<file path="src/rtl/alu.sv">
// Two-operand integer ALU for the single-cycle MIPS datapath.
// Eight operations are selected by a 3-bit opcode. Result, zero flag and
// signed-overflow flag are registered together on the rising clock edge,
// one cycle after the operands are presented.
module alu #(
    parameter int DATA_WIDTH = 32
) (
    input  logic                  clk,
    input  logic                  reset,
    input  logic [DATA_WIDTH-1:0] operandA,
    input  logic [DATA_WIDTH-1:0] operandB,
    input  logic [2:0]            aluOp,
    output logic [DATA_WIDTH-1:0] result,
    output logic                  zeroFlag,
    output logic                  overflowFlag
);

    localparam logic [2:0] OP_ADD  = 3'b000;
    localparam logic [2:0] OP_SUB  = 3'b001;
    localparam logic [2:0] OP_AND  = 3'b010;
    localparam logic [2:0] OP_OR   = 3'b011;
    localparam logic [2:0] OP_XOR  = 3'b100;
    localparam logic [2:0] OP_NOR  = 3'b101;
    localparam logic [2:0] OP_SLT  = 3'b110;
    localparam logic [2:0] OP_SLTU = 3'b111;

    localparam int MSB = DATA_WIDTH - 1;

    // Same-sign operands whose sum changes sign have wrapped.
    function automatic logic add_overflow(input logic a_msb, input logic b_msb,
                                          input logic r_msb);
        return (a_msb == b_msb) && (r_msb != a_msb);
    endfunction

    // Opposite-sign operands whose difference disagrees with A's sign have wrapped.
    function automatic logic sub_overflow(input logic a_msb, input logic b_msb,
                                          input logic r_msb);
        return (a_msb != b_msb) && (r_msb != a_msb);
    endfunction

    // Widen a single compare bit to a full zero-extended word.
    function automatic logic [DATA_WIDTH-1:0] zext_bit(input logic b);
        return {{(DATA_WIDTH-1){1'b0}}, b};
    endfunction

    logic signed [DATA_WIDTH-1:0] a_s;
    logic signed [DATA_WIDTH-1:0] b_s;
    logic        [DATA_WIDTH-1:0] sum_p0;
    logic        [DATA_WIDTH-1:0] diff_p0;
    logic                         lt_signed_p0;
    logic                         lt_unsigned_p0;
    logic        [DATA_WIDTH-1:0] next_result_p0;
    logic                         next_overflow_p0;
    logic                         next_zero_p0;

    assign a_s = $signed(operandA);
    assign b_s = $signed(operandB);

    // Shared arithmetic; the signed compare is a true magnitude compare so it
    // stays correct when A - B would overflow.
    always_comb begin
        sum_p0         = operandA + operandB;
        diff_p0        = operandA - operandB;
        lt_signed_p0   = (a_s < b_s);
        lt_unsigned_p0 = (operandA < operandB);
    end

    // Operation select and flag generation feeding the output registers.
    always_comb begin
        next_result_p0   = '0;
        next_overflow_p0 = 1'b0;
        case (aluOp)
            OP_ADD: begin
                next_result_p0   = sum_p0;
                next_overflow_p0 = add_overflow(operandA[MSB], operandB[MSB], sum_p0[MSB]);
            end
            OP_SUB: begin
                next_result_p0   = diff_p0;
                next_overflow_p0 = sub_overflow(operandA[MSB], operandB[MSB], diff_p0[MSB]);
            end
            OP_AND:  next_result_p0 = operandA & operandB;
            OP_OR:   next_result_p0 = operandA | operandB;
            OP_XOR:  next_result_p0 = operandA ^ operandB;
            OP_NOR:  next_result_p0 = ~(operandA | operandB);
            OP_SLT:  next_result_p0 = zext_bit(lt_signed_p0);
            OP_SLTU: next_result_p0 = zext_bit(lt_unsigned_p0);
            default: next_result_p0 = '0;
        endcase
        next_zero_p0 = (next_result_p0 == '0);
    end

    // ---- stage boundary: p0 -> registered outputs ----
    // Capture result and flags together so zeroFlag always describes result.
    always_ff @(posedge clk or posedge reset) begin
        if (reset) begin
            result       <= '0;
            zeroFlag     <= 1'b1;
            overflowFlag <= 1'b0;
        end else begin
            result       <= next_result_p0;
            zeroFlag     <= next_zero_p0;
            overflowFlag <= next_overflow_p0;
        end
    end

endmodule

</file>
<file path="config.mk">
export PLATFORM = sky130hd
export DESIGN_NAME = alu
export DESIGN_NICKNAME = d
export VERILOG_FILES = /design/src/rtl/alu.sv
export SDC_FILE = /design/constraint.sdc
export NUM_CORES = 1
export LEC_CHECK = 0
export CAP_MARGIN = 25
export CORE_MARGIN = 2
export CORE_UTILIZATION = 50
export CTS_CLUSTER_DIAMETER = 200
export DETAILED_ROUTE_END_ITERATION = 10
export DONT_BUFFER_PORTS = 1
export GPL_TIMING_DRIVEN = 0
export SLEW_MARGIN = 10
export SYNTH_ARGS = -nofsm -noshare
export SYNTH_HDL_FRONTEND = slang
export SYNTH_SLANG_ARGS = --single-unit
</file>
<file path="constraint.sdc">
create_clock -name clk -period 1.7 [get_ports clk]
set_input_delay 0.51 -clock clk [delete_from_list [all_inputs] [get_ports clk]]
set_output_delay 0.51 -clock clk [all_outputs]
set_load 0.02 [all_outputs]
</file>
==> results_dict.tcl <==
set metrics [dict create \
    slew_violations 0 \
    gp_congestion 0.9880 \
    cts_root_buf "clkbuf_16" \
    p_per_area_nw_per_um2 565.6 \
    synth.distinct_cells 92 \
    critPathLaunchType "primary input" \
    critical_path.max_stage_delay_ps 580 \
    grt_pass1_vias 7745 \
    grt_max_degree 19 \
    busiest_layer "met2" \
    final_core_util 0.6545 \
    worst_slack_ps -2618 \
    num_vias 7960 \
    crit_arrival_ps 4510 \
    portBuffers 0 \
    num_antenna_cells 0 \
    fp.coreArea_um2 13300 \
    met2_usage 0.5797 \
    worstMarginPinSlew_ps 898.1 \
    cp.required_ps 1890 \
    grt_overflow 0 \
    htree_levels 2 \
    drc 0 \
    die_x_um 121.1 \
    synth_seq_area_share 0.1243 \
    p_total_uw 4922 \
    fill_cells 1144 \
    ios 103 \
    final_common_cell "ha_1" \
    final_cell_mix "84 x ha_1, 80 x inv_1, 73 x nor2_1" \
    period_share 2.540 \
    drive_gt1_frac 0.2634 \
    avgSynthCellArea_um2 7.314 \
    grtUsageMet1 0.5078 \
    use_met3 0.05733 \
    drt_wl_total_mm 27.63 \
    gr-usage-all-layers 0.3699 \
    path_buf_inv 1 \
    synth-simple-area-share 0.2054 \
    initial_core_util 0.5154 \
    critPathTopFamily "simple AND/OR/NAND/NOR gates" \
    syn_inst 937 \
    irDropWorstVdd_mv 0.3146 \
    slew_headroom 0.4013 \
    synth_mux_area_frac 0.01661 \
    synth_fa_ha_area_frac 0.1811 \
    p_leak_uw 0.003668 \
    synthArstFlopShare 1.000 \
    synthesis.area_um2 6853 \
    cp_cell_sequence "clkinvlp_4, ha_4, o21ba_4, or4_4, a211oi_2, o311a_1, a41oi_2, or4_1, or4_1, or4_4, nor4_4, or4b_1, nor4_2" \
    critical-path-slowest-cell "or4_1" \
    period_minus_slack_ps 4318 \
    cts_hold_buffers 0 \
    antenna_found_initial 0 \
    synth_nets 1104 \
    endpoint_kind "register" \
    cts-buffers-inserted 5 \
    cts_tree "done" \
    antenna_left 0 \
    cap_violations 0 \
    dp.final_hpwl_mm 20.47 \
    synth-seq-cells 34 \
    layout.nets 1153 \
    num_rows 42 \
    wl_per_cell_um 23.76 \
    synth_compound_area_frac 0.3394 \
    regArea_um2 852.1 \
    hold_class "primary input to async pin" \
    status "finished with violations" \
    drt-vias-per-instance 6.844 \
    violations "setup timing" \
    dieArea_um2 14660 \
    area_growth_pct 26.99 \
    grt_pass1_wl_mm 42.52 \
    hold_violations 0 \
    drtPass1Iterations 6 \
    setup_viol 33 \
    clock_path_buffers 2 \
    post-place-ws_ps -3201 \
    path_class "primary input to register" \
    clkSinkCount 34 \
    multi_input_area_um2 6232 \
    synth_warnings 0 \
    synth_top_family_by_area "compound AO/OA/AOI/OAI gates" \
    synth_xor_area_frac 0.02684 \
    holdWs_ps 254.2 \
    synthFlopType "dfrtp_1" \
    fmaxAchievable_mhz 231.6 \
    cp_max_fo 3 \
    synth_edf_count 0 \
    drt_iter0_drc 1033 \
    clkTransAtPathRegs_ps 50 \
    die_y_um 121.1 \
    rsz0062_at_grt "true" \
]
-- synthesized netlist by cell type (8+ instances only) --
cell / instances / share of area
a21boi_0: 12 / 0.013
ha_1: 96 / 0.18
nor3_1: 19 / 0.014
inv_1: 98 / 0.054
nor4_1: 14 / 0.013
a21oi_1: 74 / 0.054
nand3_1: 17 / 0.012
o21ai_0: 62 / 0.045
o31ai_1: 10 / 0.011
a211oi_1: 12 / 0.013
o22ai_1: 8 / 0.0073
nand2_1: 60 / 0.033
and3_1: 10 / 0.0091
xnor2_1: 18 / 0.023
clkbuf_1: 35 / 0.019
a21o_1: 16 / 0.018
clkbuf_8: 9 / 0.018
nor2b_1: 15 / 0.014
nand4_1: 9 / 0.0082
o211ai_1: 22 / 0.024
o221ai_1: 13 / 0.017
nand2b_1: 13 / 0.012
o21bai_1: 10 / 0.011
nor2_1: 75 / 0.041
mux2i_1: 8 / 0.012
dfrtp_1: 33 / 0.12
a31oi_1: 18 / 0.016
-- logic make-up (layout without fill, tap and decap cells) --
kind of cell	count (synthesis)	in the layout
buffers and inverters	161	211
AND/OR/NAND/NOR	275	275
multiplexers	11	11
flip-flops	34	34
AO/OA/AOI/OAI	337	337
adder cells (fa/ha/maj)	98	98
XOR/XNOR	21	21
-- registers in the layout, indices dropped and copies added, names as in the netlist --
register      cells
overflowFlag      1
zeroFlag          1
result           32
-- path summary, 6_finish.rpt --
| check | start | to | slack (ps) | cells after the start |
|---|---|---|---|---|
| worst max-delay path | operandA[1] | zeroFlag$_DFF_PP1_ | -2620 | 13 |
| worst min-delay path | reset | result[1]$_DFF_PP0_ | 250 | 1 |
| max in group asynchronous | reset | zeroFlag$_DFF_PP1_ | 820 | 2 |
| min in group clk | operandB[0] | result[0]$_DFF_PP0_ | 690 | 3 |
-- where the power goes --
group          internal (µW)  leakage (µW)  switching, µW
clock network            581     0.0000739            346
logic                   1130       0.00318           1750
registers                925      0.000415            192
total                   2630       0.00367           2290
-- metrics by stage --
stage          setup TNS [ps]  std cells  instance area [µm²]
5_1_grt                -37970       1163                 8702
3_5_place_dp           -46620       1114                 7421
3_3_place_gp           -46640       1113                 7393
4_1_cts                -31170       1155                 8369
2_1_floorplan          -27180        937                 7173
6_report               -36290       1163                 8702
-- metal layers --
metal / routed length, µm / vias up
li1: - / 3513
met3: 2856 / 90
met5: 0 / -
met1: 11360 / 3800
met2: 12350 / 557
met4: 1062 / 0
-- cell type report --
cell class / count / share of cell area
flip-flops and latches: 34 / 0.09792
inverters: 101 / 0.05061
multi-input cells: 742 / 0.7162
clock inverters: 1 / 0.0005751
well taps: 176 / 0.02531
repair buffers: 45 / 0.04989
clock buffers: 7 / 0.01639
plain buffers: 57 / 0.04313
-- what timing repair did --
item | in CTS | in global routing
endpoints found under the hold margin | 0 | 0
buffers inserted | 35 | 14
cloned | 1 | 0
setup endpoints to repair | 32 | 33
gates resized for setup | 120 | 57
pin swaps | 49 | 43
Note: power is estimated with default switching activity, not from simulation.
